File: config.mk
export PLATFORM = sky130hd
export DESIGN_NAME = rei_fetch
export DESIGN_NICKNAME = d
export VERILOG_FILES = /design/src/rtl/rei_pkg.sv /design/src/rtl/fetch_queue.sv /design/src/rtl/rei_fetch.sv
export SDC_FILE = /design/constraint.sdc
export NUM_CORES = 1
export LEC_CHECK = 0
export BUFFER_PORTS_ARGS = -buffer_cell sky130_fd_sc_hd__buf_2
export CAP_MARGIN = 5
export CORE_MARGIN = 2
export CORE_UTILIZATION = 24
export CTS_CLUSTER_SIZE = 24
export DETAILED_ROUTE_END_ITERATION = 16
export GPL_TIMING_DRIVEN = 1
export PLACE_DENSITY = 0.39
export REMOVE_ABC_BUFFERS = 1
export SLEW_MARGIN = 20
export SYNTH_ARGS = -nofsm -noshare
export SYNTH_HDL_FRONTEND = slang
export SYNTH_SLANG_ARGS = --single-unit
File: constraint.sdc
create_clock -name clk_i -period 11.3 [get_ports clk_i]
set_input_delay 1.695 -clock clk_i [delete_from_list [all_inputs] [get_ports clk_i]]
set_output_delay 1.695 -clock clk_i [all_outputs]
set_load 0.01 [all_outputs]
File: src/rtl/rei_pkg.sv
// Shared widths, reset vector and queue entry type for the instruction fetch unit.
package rei_pkg;

   localparam int unsigned XLEN = 32;
   localparam int unsigned ILEN = 32;

   localparam logic [XLEN-1:0] RESET_VECTOR = 32'h0000_1000;

   typedef struct packed {
      logic [XLEN-1:0] pc;
      logic [ILEN-1:0] ir;
   } fetch_entry_s;

   // Instructions are word aligned; misaligned restart targets are trapped elsewhere.
   function automatic logic [XLEN-1:0] align_pc(input logic [XLEN-1:0] pc);
      return pc & {{(XLEN-2){1'b1}}, 2'b00};
   endfunction

endpackage

File: src/rtl/fetch_queue.sv
// Power-of-two circular buffer with flush; used for fetched instructions and for
// the address tags of outstanding bus requests.
module fetch_queue
   import rei_pkg::*;
#(
   parameter int unsigned Depth   = 4,
   parameter type         entry_t = logic [31:0]
) (
   input  logic                  clk_i,
   input  logic                  rst_i,
   input  logic                  flush_i,
   input  logic                  push_i,
   input  entry_t                data_i,
   input  logic                  pop_i,
   output entry_t                head_o,
   output logic [$clog2(Depth):0] count_o
);

   localparam int unsigned PtrW = $clog2(Depth);
   localparam logic [PtrW:0] FullCnt = (PtrW+1)'(Depth);

   entry_t          mem_r [Depth];
   logic [PtrW-1:0] rd_ptr_r;
   logic [PtrW-1:0] wr_ptr_r;
   logic [PtrW:0]   count_r;
   logic            do_push_s;
   logic            do_pop_s;

   // Qualify push/pop against flush, full and empty.
   always_comb begin
      do_push_s = push_i && !flush_i && (count_r != FullCnt);
      do_pop_s  = pop_i && !flush_i && (count_r != (PtrW+1)'(1'b0));
   end

   // Storage array; contents are don't-care until written.
   always_ff @(posedge clk_i) begin
      if (do_push_s) begin
         mem_r[wr_ptr_r] <= data_i;
      end
   end

   // Pointers wrap naturally at Depth since Depth is a power of two.
   always_ff @(posedge clk_i or posedge rst_i) begin
      if (rst_i) begin
         rd_ptr_r <= PtrW'(1'b0);
         wr_ptr_r <= PtrW'(1'b0);
         count_r  <= (PtrW+1)'(1'b0);
      end else if (flush_i) begin
         rd_ptr_r <= PtrW'(1'b0);
         wr_ptr_r <= PtrW'(1'b0);
         count_r  <= (PtrW+1)'(1'b0);
      end else begin
         if (do_push_s) begin
            wr_ptr_r <= wr_ptr_r + PtrW'(1'b1);
         end
         if (do_pop_s) begin
            rd_ptr_r <= rd_ptr_r + PtrW'(1'b1);
         end
         case ({do_push_s, do_pop_s})
            2'b10:   count_r <= count_r + (PtrW+1)'(1'b1);
            2'b01:   count_r <= count_r - (PtrW+1)'(1'b1);
            default: count_r <= count_r;
         endcase
      end
   end

   assign head_o  = mem_r[rd_ptr_r];
   assign count_o = count_r;

endmodule

File: src/rtl/rei_fetch.sv
// Instruction fetch front end: issues in-order ibus reads, queues responses for decode,
// and discards in-flight responses after a redirect. REI_FETCH_BYPASS_EN enables a
// zero-latency response-to-decode path when the queue is empty.
module rei_fetch
   import rei_pkg::*;
#(
   parameter int unsigned Depth          = 4,
   parameter int unsigned MaxOutstanding = 2
) (
   input  logic            clk_i,
   input  logic            rst_i,
   output logic            ibus_arvalid_o,
   input  logic            ibus_arready_i,
   output logic [XLEN-1:0] ibus_araddr_o,
   input  logic            ibus_rvalid_i,
   input  logic [ILEN-1:0] ibus_rdata_i,
   input  logic            redirect_i,
   input  logic [XLEN-1:0] redirect_pc_i,
   output logic            valid_o,
   input  logic            ready_i,
   output logic [XLEN-1:0] pc_o,
   output logic [ILEN-1:0] ir_o
);

   localparam int unsigned CntW = $clog2(Depth) + 1;
   localparam logic [CntW-1:0] MaxOutC = CntW'(MaxOutstanding);
   localparam logic [CntW:0]   DepthC  = (CntW+1)'(Depth);

   logic [XLEN-1:0] fpc_r;
   logic [CntW-1:0] outst_r;
   logic [CntW-1:0] drop_cnt_r;
   logic [CntW-1:0] q_count_s;
   logic [CntW-1:0] tag_count_s;
   logic [CntW:0]   occupancy_s;
   logic [XLEN-1:0] tag_head_s;
   fetch_entry_s    q_head_s;
   fetch_entry_s    q_in_s;
   logic            req_hs_s;
   logic            rsp_seen_s;
   logic            resp_take_s;
   logic            bypass_s;
   logic            valid_s;
   logic            q_push_s;
   logic            q_pop_s;

   // Request gating, response classification and decode-side presentation.
   always_comb begin
      occupancy_s    = {1'b0, q_count_s} + {1'b0, outst_r};
      ibus_arvalid_o = !rst_i && !redirect_i && (outst_r < MaxOutC) && (occupancy_s < DepthC);
      req_hs_s       = ibus_arvalid_o && ibus_arready_i;
      rsp_seen_s     = ibus_rvalid_i && (outst_r != CntW'(1'b0));
      // A response with no tag waiting (e.g. from before a reset) is ignored.
      resp_take_s    = rsp_seen_s && !redirect_i && (drop_cnt_r == CntW'(1'b0))
                       && (tag_count_s != CntW'(1'b0));
`ifdef REI_FETCH_BYPASS_EN
      bypass_s       = resp_take_s && (q_count_s == CntW'(1'b0));
`else
      bypass_s       = 1'b0;
`endif
      valid_s        = !rst_i && !redirect_i && (bypass_s || (q_count_s != CntW'(1'b0)));
      q_push_s       = resp_take_s && !(bypass_s && ready_i);
      q_pop_s        = !redirect_i && ready_i && (q_count_s != CntW'(1'b0));
      q_in_s.pc      = tag_head_s;
      q_in_s.ir      = ibus_rdata_i;
      valid_o        = valid_s;
      if (bypass_s) begin
         pc_o = tag_head_s;
         ir_o = ibus_rdata_i;
      end else if (valid_s) begin
         pc_o = q_head_s.pc;
         ir_o = q_head_s.ir;
      end else begin
         pc_o = {XLEN{1'b0}};
         ir_o = {ILEN{1'b0}};
      end
   end

   assign ibus_araddr_o = fpc_r;

   // Fetch pc, outstanding-request count and post-redirect discard count.
   always_ff @(posedge clk_i or posedge rst_i) begin
      if (rst_i) begin
         fpc_r      <= RESET_VECTOR;
         outst_r    <= CntW'(1'b0);
         drop_cnt_r <= CntW'(1'b0);
      end else begin
         if (redirect_i) begin
            fpc_r <= align_pc(redirect_pc_i);
         end else if (req_hs_s) begin
            fpc_r <= fpc_r + XLEN'(3'd4);
         end else begin
            fpc_r <= fpc_r;
         end
         case ({req_hs_s, rsp_seen_s})
            2'b10:   outst_r <= outst_r + CntW'(1'b1);
            2'b01:   outst_r <= outst_r - CntW'(1'b1);
            default: outst_r <= outst_r;
         endcase
         // Everything still in flight at a redirect belongs to the old path.
         if (redirect_i) begin
            drop_cnt_r <= rsp_seen_s ? (outst_r - CntW'(1'b1)) : outst_r;
         end else if (rsp_seen_s && (drop_cnt_r != CntW'(1'b0))) begin
            drop_cnt_r <= drop_cnt_r - CntW'(1'b1);
         end else begin
            drop_cnt_r <= drop_cnt_r;
         end
      end
   end

   fetch_queue #(
      .Depth   (Depth),
      .entry_t (logic [XLEN-1:0])
   ) u_tag_q (
      .clk_i   (clk_i),
      .rst_i   (rst_i),
      .flush_i (redirect_i),
      .push_i  (req_hs_s),
      .data_i  (fpc_r),
      .pop_i   (resp_take_s),
      .head_o  (tag_head_s),
      .count_o (tag_count_s)
   );

   fetch_queue #(
      .Depth   (Depth),
      .entry_t (fetch_entry_s)
   ) u_inst_q (
      .clk_i   (clk_i),
      .rst_i   (rst_i),
      .flush_i (redirect_i),
      .push_i  (q_push_s),
      .data_i  (q_in_s),
      .pop_i   (q_pop_s),
      .head_o  (q_head_s),
      .count_o (q_count_s)
   );

endmodule

==> Word-level counts from Yosys, hierarchy flattened <==
Memory sizes are Yosys's and may differ from the RTL's.
Index checks and enable logic that the tools add are counted.
{ "word_totals": {"output_inout_bits": 98, "ram_bits": 384, "inputBits": 70, "n_memories": 2, "regBits": 52, "elab_cells": 93} }
{ "classes": {"order_cmp": 2, "n_eq_ne": 8, "n_reduce_logical": 35, "n_mux": 24, "addsub": 13} }
{ "memory_table": {"columns": ["memory", "depth", "word_bits", "read_ports", "rd_clocked_by_memory_dff", "write_ports", "line_no", "text"], "rows": [
  ["u_inst_q.mem_r", 4, 64, 1, 0, 1, "fetch_queue.sv:22", "entry_t mem_r [Depth];"],
  ["u_tag_q.mem_r", 4, 32, 1, 0, 1, "fetch_queue.sv:22", null]
]} }
{ "op_table": {"columns": ["operator", "n"], "rows": [
  ["$mux W32", 4],
  ["$add A32 B3 Y32 const B", 1],
  ["$logic_and A1 B1 Y1", 19],
  ["$pmux W3 S2", 3],
  ["$reduce_bool A3 Y1", 6],
  ["$mux W2", 8],
  ["$mux W3", 5],
  ["$reduce_bool A2 Y1", 7],
  ["$sub A3 B1 Y3 const B", 4],
  ["$add A3 B1 Y3 const B", 3],
  ["$add A2 B1 Y2 const B", 4],
  ["$eq A2 B1 Y1 const B", 3],
  ["$eq A2 B2 Y1 const B", 3],
  ["$ne A3 B3 Y1 const B", 2],
  ["$add A3 B3 Y4", 1],
  ["$lt A4 B3 Y1 const B", 1],
  ["$mux W1", 4],
  ["$logic_not A3 Y1", 1],
  ["$lt A3 B2 Y1 const B", 1],
  ["$logic_not A1 Y1", 2]
]} }

==> Logic depth before layout (Yosys ltp) <==
Gate-level depths: netlist of the first run.
{ "depth": {"depth_word": 10, "mapped_depth": 11, "ltp_nobuf": 10} }

==> Cells and area by module <==
A second synthesis of the first run with hierarchy kept.
{ "hier_totals": {"hier_cells": 960, "hier_area_um2": 17653.2} }
{ "by_module_without_submodules": {"columns": ["module", "seq_area_each_um2", "area_per_inst_um2", "instances", "cells_each"], "rows": [
  ["fetch_queue (u_inst_q)", 7862.5, 9779.4, 1, 398],
  ["fetch_queue (u_tag_q)", 4018.9, 5131.2, 1, 226],
  ["rei_fetch", 902.1, 2742.6, 1, 336]
]} }

==> Worst setup path before layout of the first run <==
No wires, ideal clock.
{ "synth_path": {"path_kind": "in2reg", "from": "in ibus_rvalid_i", "to": "mem u_inst_q.mem_r[0][0] (netlist name), enable pin", "n_path_buf": 1, "setup_ps": 427, "path_slack_ps": 6667, "cell_stages": 4, "arrival_ps": 4206, "required_time_ps": 10873, "path_cell_list": "nand4bb_1 -> a2111oi_0 -> buf_2 -> and2_1"} }
{ "synth_between": {"elab_chain_len": 8} }
{ "synth_lines": {"columns": ["element", "line_no", "text"], "rows": [
  ["start: declaration", "rei_fetch.sv:15", "input logic ibus_rvalid_i,"],
  ["$logic_and A1 B1 Y1", "rei_fetch.sv:51", "rsp_seen_s = ibus_rvalid_i && (outst_r != CntW'(1'b0));"],
  ["$logic_and A1 B1 Y1 (2 in series)", "rei_fetch.sv:53", "resp_take_s = rsp_seen_s && !redirect_i && (drop_cnt_r == CntW'(1'b0))"],
  ["$logic_and A1 B1 Y1", "rei_fetch.sv:54", "&& (tag_count_s != CntW'(1'b0));"],
  ["$logic_and A1 B1 Y1 (2 in series)", "fetch_queue.sv:31", "do_push_s = push_i && !flush_i && (count_r != FullCnt);"],
  ["$mux W1", "fetch_queue.sv:37", "if (do_push_s) begin"],
  ["$mux W1 (implied by the code)", "fetch_queue.sv:38", "mem_r[wr_ptr_r] <= data_i;"],
  ["end: declaration", "fetch_queue.sv:22", null]
]} }
Every way passes these cells.

==> Worst setup path in the final report of the first run <==
{ "layout_path": {"from": "in redirect_i", "to": "out ir_o[2]"} }
{ "layout_between": {"elab_chain_len": 4} }
{ "layout_lines": {"columns": ["element", "line_no", "text"], "rows": [
  ["start: declaration", "rei_fetch.sv:17", "input logic redirect_i,"],
  ["$logic_not A1 Y1", "rei_fetch.sv:60", "valid_s = !rst_i && !redirect_i && (bypass_s || (q_count_s != CntW'(1'b0)));"],
  ["$logic_and A1 B1 Y1 (2 in series)", "rei_fetch.sv:60", null],
  ["$mux W32", "rei_fetch.sv:69", "end else if (valid_s) begin"],
  ["end: declaration", "rei_fetch.sv:22", "output logic [ILEN-1:0] ir_o"]
]} }
Every way passes these cells.

==> summary.txt, run 1 <==
Outcome
  • Status: complete, no violations

CTS
  • CTS max path bufs: 3
  • Clock-pin slew on the worst setup and hold paths: 0.05 ns
  • Post-cts repair resize count: 0
  • # H-tree levels: 2
  • CTS buffer count: 48
  • Clock root cell: clkbuf_16
  • Clock sinks: 418
  • # hold bufs at CTS: 0
  • Setup bufs post-CTS: 0
  • CTS tree: built
  • Clock network latency to the later pin of the worst-skew pair: 0.57 ns

STA
  • Setup_tns: 0 ns
  • Fin. Hold Viols: 0
  • Final setup fails: 0
  • Tmin final: 5.13 ns
  • Slew margin rel.: 33.6%
  • Max frequency: 195 MHz
  • Final critical-path share of the clock period: 45.4%
  • Fin. max-slew vios: 0
  • Worst-Margin Slew: 0.995 ns
  • Setup Skew: 0.0158 ns
  • RSZ-0062 raised after global routing: no

Worst setup path
  • Crit path max fanout: 63
  • Worst setup path class: input pin to primary output
  • Worst setup EP type: primary output
  • Type of origin of the critical path: input pin
  • Req. time, crit path: 9.61 ns
  • Worst EP arrival: 3.44 ns
  • Worst r2r path cells: 5

Global route
  • Number of global-route vias before repair: 9426
  • GRT Total Usage: 11.6%
  • Met2 Use GR: 19.1%
  • First-pass GRT wire length: 63100 um
  • Busiest layer in global routing: met2
  • Initial antenna violation count: 3
  • Met3 Use GR: 2.71%
  • GRT overflow: 0
  • Met1 Use GR: 15.4%
  • Largest net degree at the start of global routing: 64

Detailed routing
  • Antenna-violating nets left: 0
  • Vias after detailed routing: 8788
  • Vias per Instance: 4.23
  • DRT Wirelength: 42100 um
  • Wire per inst: 20.3 um
  • Initial drt markers: 435
  • Residual DRC: 0
  • DRT Pass-1 Iters: 4

Placement
  • Port Buf Inserts: 161
  • Placed Area: 18800 um^2
  • DP Wirelength: 25300 um
  • Final GP Congestion: 0.705

Run
  • MaxCap Viol Count: 0

Logic synthesis
  • Mapped Cells: 917
  • Most common cell in the synthesized netlist: edfxtp_1
  • Yosys top cell by area: edfxtp_1
  • Synth Register Bits: 418
  • Synth area leaders: edfxtp_1 65%, mux4_2 12%, dfrtp_1 7.3%
  • Post-Syn Area per Cell: 18.4 um^2
  • Post-synth EDFFs: 368
  • Post-synth cell types: 55
  • Ys Warns: 0
  • Top_reg_cell synth: edfxtp_1
  • Ys async rst share: 12.0%
  • Sequential share of the synthesized area: 72.9%
  • Synthesized area: 16900 um^2
  • Synth cell count leaders: 368 x edfxtp_1, 92 x mux4_2, 67 x nor2b_1, 49 x dfrtp_1, 48 x nand2_1
  • Synth top area share: 65.5%

Power
  • Pint: 0.00279 W
  • P_sw: 0.000873 W
  • Power Dens Cells: 180 nW/um^2
  • Switching Share: 23.8%
  • Leak Pwr: 6.74 nW
  • Maximum vdd drop: 0.0891 mV
  • Clock group share of total power: 40.5%
  • Comb power frac: 10.1%
  • Seq pwr share: 49.4%

Final layout
  • Proportion of layout cells with a drive suffix above 1: 31.6%
  • P&R area growth vs syn: 20.4%
  • Antenna cells: 0
  • # fillers: 7000
  • Finished Cell Area: 20300 um^2
  • Final Util: 29.1%
  • Nets: 1190

Floorplan
  • Row cnt: 97
  • Io pins: 168
  • Die Span Y: 269 um
  • Die width: 269 um
  • Initial Util: 24.2%
  • Full die area: 72400 um^2
  • Core Area: 69800 um^2

Min path
  • HP Class: register to register
  • Worst Hold Depth: 1
[logic make-up (layout without fill, tap and decap cells)]
group | Yosys count | in the layout | share of synthesized area (%)
flops | 418 | 418 | 72.9
fa+ha+maj | 19 | 19 | 1.50
simple gates | 216 | 216 | 7.16
buf+inv | 68 | 285 | 1.71
compound gates | 74 | 74 | 2.85
xor+xnor | 23 | 23 | 1.19
mux | 98 | 98 | 12.7
other cells | 1 | 4 | 0.0222
[worst paths after layout]
path,from,end,slack (ns)
worst max-delay path,redirect_i,ir_o[2],6.17
worst min-delay path,outst_r[0],outst_r[0],0.52
worst max register to register,outst_r[2],u_tag_q.mem_r[2][15],7.75
worst min register to register,outst_r[0],outst_r[0],0.52
max in group asynchronous,rst_i,u_inst_q.rd_ptr_r[0],9.20
min in group asynchronous,rst_i,drop_cnt_r[2],1.10
[cell usage in the layout, fill, tap and decap left out, drive strengths merged, types with 4 or more instances in the layout]
cell    netlist  layout
nor2         23      23
dfrtp        49      49
nor3         18      18
nor2b        67      67
xor2          5       5
nand4        12      12
xnor2        18      18
nand2        48      48
and2         12      12
nand3        14      14
edfxtp      368     368
clkinv        0      12
conb          1       4
and3          5       5
o21ai        34      34
ha           17      17
a31oi         4       4
o311ai        9       9
mux4         92      92
or3           5       5
buf          20     180
o211ai        8       8
clkbuf       29      70
a21oi         8       8
inv          19      19
mux2          4       4
[stage by stage]
| stage | power [W] | instances | hold WS [ns] | setup WS (ns) |
|---|---|---|---|---|
| 3_3_place_gp | 0.00222 | 1991 | 0.525 | 6.04 |
| 4_1_cts | 0.00374 | 2077 | 0.522 | 6.02 |
| 6_report | 0.00366 | 2077 | 0.523 | 6.17 |
| 3_5_place_dp | 0.00222 | 1991 | 0.514 | 6.03 |
| 5_1_grt | 0.00384 | 2077 | 0.553 | 5.96 |
| 2_1_floorplan | 0.00207 | 871 | 0.477 | 5.97 |
[worst max-delay path: stages]
cell,delay (ns)
buf_2,0.50
or3_4,0.83
nor2b_1,0.14
buf_2,0.19
[state kept, by name, summed over array words and instances, names as in the netlist, 3 cells and up]
signal and cells:
u_inst_q.count_o 3, drop_cnt_r 3, u_tag_q.count_o 3, u_tag_q.mem_r 120, ibus_araddr_o 30, u_inst_q.mem_r 248, outst_r 3
[power groups by stage]
stage / combinational [W] / sequential (W) / clock [W]
2_1_floorplan: 0.000242 / 0.00183 / 0
6_report: 0.000370 / 0.00181 / 0.00148
3_5_place_dp: 0.000380 / 0.00184 / 0
5_1_grt: 0.000414 / 0.00182 / 0.00160
4_1_cts: 0.000382 / 0.00181 / 0.00154
3_3_place_gp: 0.000377 / 0.00184 / 0
[layer usage]
layer	vias to the layer above	part of all wire, %
met5	-	0
met3	64	4.8
met2	194	48
met1	4540	45
li1	3990	-
met4	0	2.3
[cell type report]
| type | count | area, um^2 | share of cell area [%] |
|---|---|---|---|
| inverters | 19 | 71.3 | 0.351 |
| clock inverters | 16 | 151 | 0.745 |
| multi-input cells | 434 | 4320 | 21.3 |
| well taps | 940 | 1180 | 5.79 |
| repair buffers | 180 | 948 | 4.67 |
| clock buffers | 70 | 1340 | 6.57 |
| flip-flops and latches | 418 | 12300 | 60.6 |
No activity file was read; power rests on OpenSTA's default activity.
==> run 2, diff against run 1 <==
--- a/config.mk
+++ b/config.mk
@@ -5,6 +5,7 @@
 export SDC_FILE = /design/constraint.sdc
 export NUM_CORES = 1
 export LEC_CHECK = 0
+export ABC_AREA = 1
 export BUFFER_PORTS_ARGS = -buffer_cell sky130_fd_sc_hd__buf_2
 export CAP_MARGIN = 5
 export CORE_MARGIN = 2
==> constraint.sdc (replaced) <==
create_clock -name clk_i -period 4.8 [get_ports clk_i]
set_input_delay 0.72 -clock clk_i [delete_from_list [all_inputs] [get_ports clk_i]]
set_output_delay 0.72 -clock clk_i [all_outputs]
set_load 0.01 [all_outputs]
==> summary.txt, run 2 <==
Logic synthesis
  • Ys Warns: 0 (unchanged)
  • Post-synth cell types: 38 (-31%)
  • Mapped Cells: 1549 (+69%)
  • Post-synth EDFFs: 368 (unchanged)
  • Ys async rst share: 12.0% (unchanged)
  • Sequential share of the synthesized area: 70.1% (-2.8 points)
  • Top_reg_cell synth: edfxtp_1
  • Yosys top cell by area: edfxtp_1
  • Synthesized area: 17600 um^2 (+4.0%)
  • Post-Syn Area per Cell: 11.3 um^2 (-38%)
  • Synth area leaders: edfxtp_1 63%, nor2_1 7.8%, dfrtp_1 7.0%
  • Synth cell count leaders: 368 x edfxtp_1, 363 x nor2_1, 206 x o21ai_0, 191 x nand2_1, 66 x a21oi_1
  • Synth top area share: 63.0% (-2.5 points)
  • Most common cell in the synthesized netlist: edfxtp_1
  • Synth Register Bits: 418 (unchanged)

STA
  • Tmin final: 3.38 ns
  • Hold Slack: 0.354 ns (-0.169 ns)
  • Fin. Hold Viols: 0 (unchanged)
  • Final critical-path share of the clock period: 70.4%
  • Setup Skew: 0.0133 ns (-0.00251 ns)
  • Setup WS post-layout: 1.42 ns (-4.75 ns)
  • Fin. max-slew vios: 0 (unchanged)
  • Worst-Margin Slew: 0.935 ns (-0.0604 ns)
  • Setup_tns: 0 ns (unchanged)
  • Slew margin rel.: 37.3% (+3.6 points)
  • Final setup fails: 0 (unchanged)
  • RSZ-0062 raised after global routing: no
  • Max frequency: 296 MHz

CTS
  • # hold bufs at CTS: 0 (unchanged)
  • Clock sinks: 418 (unchanged)
  • CTS buffer count: 49 (+2.1%)
  • Post-cts repair resize count: 0 (unchanged)
  • Clock root cell: clkbuf_16
  • CTS max path bufs: 3 (unchanged)
  • Clock network latency to the later pin of the worst-skew pair: 0.58 ns (about the same)
  • Setup bufs post-CTS: 0 (unchanged)
  • Clock-pin slew on the worst setup and hold paths: 0.05 ns (about the same)
  • CTS tree: built
  • # H-tree levels: 2 (unchanged)

Floorplan
  • Row cnt: 99 (+2.1%)
  • Full die area: 75300 um^2 (+4.0%)
  • Core Area: 72700 um^2 (+4.2%)
  • Initial Util: 24.1% (-0.038 points)
  • Die Span Y: 274 um (+2.0%)
  • Die width: 274 um (+2.0%)
  • Io pins: 168 (unchanged)

Worst setup path
  • Register-to-register setup slack: 1.86 ns (-5.89 ns)
  • Req. time, crit path: 4.08 ns (-5.53 ns)
  • Sum of buffers and inverters on the critical path: 3 (+1)
  • Setup crit end: ir_o[31]
  • Crit-path leading delay family: buffers and inverters
  • Type of origin of the critical path: register
  • Worst reg2reg endpoint: u_inst_q.count_o[2]
  • Slowest CP cell: buf_4
  • Number of cells on the critical path: 5 (+1)
  • Setup crit start: u_inst_q.rd_ptr_r[0]
  • Worst r2r path cells: 14 (+9)
  • Worst EP arrival: 2.66 ns (-0.78 ns)
  • Largest stage delay, worst path: 0.50 ns (-0.33 ns)
  • Crit path max fanout: 48 (-24%)
  • Reg2reg start: outst_r[0]
  • Worst setup EP type: primary output
  • Crit path cell chain: clkinv_2, buf_4, o21ai_0, a21oi_1, buf_2
  • Worst setup path class: register to primary output

Placement
  • Port Buf Inserts: 161 (unchanged)
  • Post-Place Setup Slack: 1.69 ns (-4.34 ns)
  • Final GP Congestion: 0.782 (+11%)
  • Placed Area: 19600 um^2 (+4.1%)
  • DP Wirelength: 30300 um (+20%)

Detailed routing
  • Residual DRC: 0 (unchanged)
  • Wire per inst: 18.2 um (-10%)
  • DRT Wirelength: 49500 um (+18%)
  • Initial drt markers: 700 (+61%)
  • Antenna-violating nets left: 0 (unchanged)
  • DRT Pass-1 Iters: 4 (unchanged)
  • Vias after detailed routing: 11600 (+33%)
  • Vias per Instance: 4.29 (+1.5%)

Global route
  • GRT Total Usage: 13.2% (+1.6 points)
  • Initial antenna violation count: 0 (-3)
  • Largest net degree at the start of global routing: 62 (-3.1%)
  • GRT overflow: 0 (unchanged)
  • Number of global-route vias before repair: 11800 (+25%)
  • First-pass GRT wire length: 74700 um (+18%)

Min path
  • HP Class: input pin to register
  • Worst Hold Depth: 1 (unchanged)

Power
  • Maximum vdd drop: 0.207 mV (+130%)
  • Leak Pwr: 7.69 nW (+14%)
  • Power Dens Cells: 387 nW/um^2 (+110%)

Run
  • MaxCap Viol Count: 0 (unchanged)

Final layout
  • Antenna cells: 0 (unchanged)
  • Most common cell after layout, fill and taps aside: edfxtp_1
  • Nets: 1806 (+52%)
  • Proportion of layout cells with a drive suffix above 1: 16.2% (-15 points)
  • Most frequent cells in the layout: 368 x edfxtp_1, 355 x nor2_1, 206 x o21ai_0
  • P&R area growth vs syn: 19.6%
  • Max reg flops: 248 (unchanged)
  • Finished Cell Area: 21000 um^2 (+3.4%)
  • Final Util: 28.9% (-0.23 points)
  • Most flop-heavy register: u_inst_q.mem_r

Outcome
  • Status: complete, no violations
run 2: changes by cell type in the layout (fill, tap and decap cells not counted), moves of 10 or more:
| cell | change |
|---|---|
| nor2b_1 | -67 |
| a21oi_1 | +58 |
| nand2_1 | +142 |
| nand3_1 | +28 |
| o21ai_0 | +175 |
| xnor2_1 | -12 |
| nor2_1 | +332 |
| mux4_2 | -92 |
| nand4_1 | -10 |
| xor2_1 | +12 |
| o22ai_1 | +30 |
| inv_1 | +43 |
run 2: cell type report:
cell class | count | area [um^2]
clock inverter | 16 | 83.8
inverter | 66 | 251
timing repair buffer | 194 | 1150
multi-input combinational | 988 | 4690
sequential | 418 | 12300
tap | 959 | 1200
fill | 7494 | 51700
clock buffer | 72 | 1320
run 2: cell families after synthesis:
family,after synthesis,synth area share (%)
AO/OA/AOI/OAI,314,9.34
XOR/XNOR,23,1.15
adder cells (fa/ha/maj),19,1.44
buffers and inverters,146,3.53
flip-flops,418,70.1
multiplexers,1,0.0570
other,1,0.0214
AND/OR/NAND/NOR,627,14.4
run 2: worst min-delay path by stage:
stage,endpoint,start
CTS,u_inst_q.mem_r[2][26],ibus_rdata_i[26]
floorplan,outst_r[0],outst_r[0]
global route,u_inst_q.mem_r[3][11],ibus_rdata_i[11]
global placement,u_tag_q.wr_ptr_r[0],u_tag_q.wr_ptr_r[0]
finish,u_inst_q.mem_r[3][11],ibus_rdata_i[11]
detailed placement,outst_r[0],outst_r[0]
run 2: per-layer routing:
metal / up-vias / GRT usage [%] / routed length [um]
met2: 212 / 22.0 / 23200
li1: 5709 / - / -
met4: 0 / 3.90 / 1140
met1: 5658 / 17.7 / 23400
met3: 67 / 2.05 / 1820
met5: - / 0 / 0
run 2: power breakdown:
part | total, W | internal (W) | switching, W | leakage [nW]
Clock | 0.00332 | 0.00190 | 0.00143 | 0.687
Combinational | 0.000554 | 0.000197 | 0.000357 | 3.06
Sequential | 0.00426 | 0.00408 | 0.000170 | 3.94
Total | 0.00813 | 0.00618 | 0.00195 | 7.69
run 2: through the flow:
step / total power, W / instances
after floorplan: 0.00460 / 1472
after global placement: 0.00489 / 2624
after detailed placement: 0.00490 / 2625
after CTS: 0.00829 / 2713
after global routing: 0.00850 / 2713
final: 0.00813 / 2713
==> run 3, diff against run 2 <==
--- a/config.mk
+++ b/config.mk
@@ -5,7 +5,7 @@
 export SDC_FILE = /design/constraint.sdc
 export NUM_CORES = 1
 export LEC_CHECK = 0
-export ABC_AREA = 1
+export ABC_AREA = 0
 export BUFFER_PORTS_ARGS = -buffer_cell sky130_fd_sc_hd__buf_2
 export CAP_MARGIN = 5
 export CORE_MARGIN = 2
@@ -13,7 +13,7 @@
 export CTS_CLUSTER_SIZE = 24
 export DETAILED_ROUTE_END_ITERATION = 16
 export GPL_TIMING_DRIVEN = 1
-export PLACE_DENSITY = 0.39
+export PLACE_DENSITY = 0.41
 export REMOVE_ABC_BUFFERS = 1
 export SLEW_MARGIN = 20
 export SYNTH_ARGS = -nofsm -noshare
==> constraint.sdc (replaced) <==
create_clock -name clk_i -period 2.8 [get_ports clk_i]
set_input_delay 0.42 -clock clk_i [delete_from_list [all_inputs] [get_ports clk_i]]
set_output_delay 0.42 -clock clk_i [all_outputs]
set_load 0.01 [all_outputs]
==> summary.txt, run 3 (synthesized netlist as in run 1, its figures left out) <==
Final layout
  • Most common cell after layout, fill and taps aside: edfxtp_1
  • Max reg flops: 248 (unchanged)
  • Post-route insts no fill: 2117 (-22%)
  • Proportion of layout cells with a drive suffix above 1: 34.3% (+18 points)
  • Antenna cells: 0 (unchanged)
  • Most flop-heavy register: u_inst_q.mem_r
  • Finished Cell Area: 20900 um^2 (-0.63%)
  • Reg area: 12300 um^2 (about the same)
  • # fillers: 6916 (-7.7%)
  • Nets: 1231 (-32%)
  • P&R area growth vs syn: 23.7%
  • Multi-input gate area: 4390 um^2 (-6.2%)
  • Most frequent cells in the layout: 368 x edfxtp_1, 161 x buf_2, 92 x mux4_2

Detailed routing
  • DRT Pass-1 Iters: 4 (unchanged)
  • Vias after detailed routing: 8925 (-23%)
  • DRT Wirelength: 42700 um (-14%)
  • Wire per inst: 20.2 um (+11%)
  • Residual DRC: 0 (unchanged)
  • Initial drt markers: 528 (-25%)
  • Vias per Instance: 4.22 (-1.8%)
  • Antenna-violating nets left: 0 (unchanged)

Floorplan
  • Full die area: 72400 um^2 (-3.8%)
  • Io pins: 168 (unchanged)
  • Die width: 269 um (-1.9%)
  • Row cnt: 97 (-2.0%)
  • Core Area: 69800 um^2 (-4.0%)
  • Initial Util: 24.2% (+0.038 points)
  • Die Span Y: 269 um (-1.9%)

Global route
  • GRT Total Usage: 11.7% (-1.5 points)
  • GRT overflow: 0 (unchanged)
  • Met1 Use GR: 15.4% (-2.3 points)
  • Largest net degree at the start of global routing: 76 (+23%)
  • Met3 Use GR: 2.80% (+0.75 points)
  • Busiest layer in global routing: met2
  • First-pass GRT wire length: 63300 um (-15%)
  • Number of global-route vias before repair: 9392 (-20%)
  • Initial antenna violation count: 0 (unchanged)
  • Met2 Use GR: 19.6% (-2.4 points)

CTS
  • Clock network latency to the later pin of the worst-skew pair: 0.58 ns (about the same)
  • CTS tree: built
  • Clock-pin slew on the worst setup and hold paths: 0.06 ns (about the same)
  • Clock sinks: 418 (unchanged)
  • # H-tree levels: 2 (unchanged)
  • Clock root cell: clkbuf_16
  • CTS max path bufs: 3 (unchanged)
  • CTS buffer count: 47 (-4.1%)

STA
  • Setup_tns: 0 ns (unchanged)
  • Max frequency: 374 MHz
  • Slew margin rel.: 45.5% (+8.2 points)
  • Final setup fails: 0 (unchanged)
  • Fin. Hold Viols: 0 (unchanged)
  • RSZ-0062 raised after global routing: no
  • Fin. max-slew vios: 0 (unchanged)
  • Setup Skew: 0.0141 ns (+0.000798 ns)
  • Tmin final: 2.67 ns
  • Worst-Margin Slew: 0.814 ns (-0.120 ns)
  • Final critical-path share of the clock period: 95.4%
  • Setup WS post-layout: 0.129 ns (-1.29 ns)

Placement
  • Placed insts: 2026 (-23%)
  • Port Buf Inserts: 161 (unchanged)
  • Placed Area: 19300 um^2 (-1.4%)
  • Final GP Congestion: 0.709 (-9.4%)
  • DP Wirelength: 26600 um (-12%)
  • Post-Place Setup Slack: -0.0531 ns (-1.74 ns)

Worst setup path
  • Worst setup EP type: primary output
  • Worst r2r path cells: 8 (-6)
  • Req. time, crit path: 2.38 ns (-1.70 ns)
  • Type of origin of the critical path: register
  • Crit path max fanout: 5 (-90%)
  • Worst setup path class: register to primary output
  • Worst EP arrival: 2.25 ns (-0.41 ns)

Power
  • Leak Pwr: 6.97 nW (-9.4%)
  • Power Dens Cells: 702 nW/um^2 (+81%)
  • Maximum vdd drop: 0.402 mV (+95%)

Outcome
  • Status: complete, no violations

Min path
  • HP Class: input pin to asynchronous set/reset pin

Run
  • MaxCap Viol Count: 0 (unchanged)
-- run 3: cell type report --
cell class | instances | area share (%)
clock inverter | 24 | 0.707
inverter | 19 | 0.342
clock buffer | 60 | 5.87
tap | 940 | 5.64
sequential | 418 | 59.0
multi-input combinational | 435 | 21.1
timing repair buffer | 221 | 7.39
-- run 3: report_power, final --
part / switching, W / internal [W] / total (W)
Sequential: 0.000206 / 0.00698 / 0.00719
Combinational: 0.000960 / 0.000903 / 0.00186
Clock: 0.00244 / 0.00317 / 0.00561
Total: 0.00360 / 0.0111 / 0.0147
-- run 3: through the flow --
step	util, %	power (W)	hold WS [ns]
global placement	27.7	0.00910	0.527
global route	29.9	0.0154	0.0253
detailed placement	27.7	0.00912	0.539
finish	29.9	0.0147	0.0224
floorplan	-	0.00836	0.477
CTS	29.8	0.0149	0.00448
-- run 3: worst paths after layout --
kind                                         end  slack (ns)                 from
min in group clk_i         u_inst_q.mem_r[0][16]        0.06     ibus_rdata_i[16]
setup / recovery                         pc_o[7]        0.13  u_inst_q.count_o[2]
hold / removal                 ibus_araddr_o[19]        0.02                rst_i
max in group asynchronous      ibus_araddr_o[12]        2.13                rst_i
hold reg to reg              u_tag_q.rd_ptr_r[1]        0.56  u_tag_q.rd_ptr_r[1]
setup reg to reg              u_tag_q.count_o[2]        0.14  u_inst_q.count_o[2]
-- run 3: what timing repair did --
action / 4_1_cts / 5_1_grt
hold endpoints to repair: 0 / 0
gates cloned: 1 / 0
setup endpoints to repair: 27 / 11
hold buffers: 0 / 0
setup buffers: 5 / 1
resized for setup: 6 / 6
pin swaps: 2 / 5
-- run 3: critical path, stage by stage (launching register included) --
cell     delay [ns]
dfrtp_1        0.40
buf_4          0.18
nor3_4         0.07
or3_4          0.43
buf_12         0.17
buf_12         0.12
nor2b_1        0.15
buf_2          0.15
-- run 3: routing by layer --
metal	share of wire, %	wire, um
met4	1.8	750
met1	44	18900
met2	49	20900
met5	0	0
met3	5.0	2160
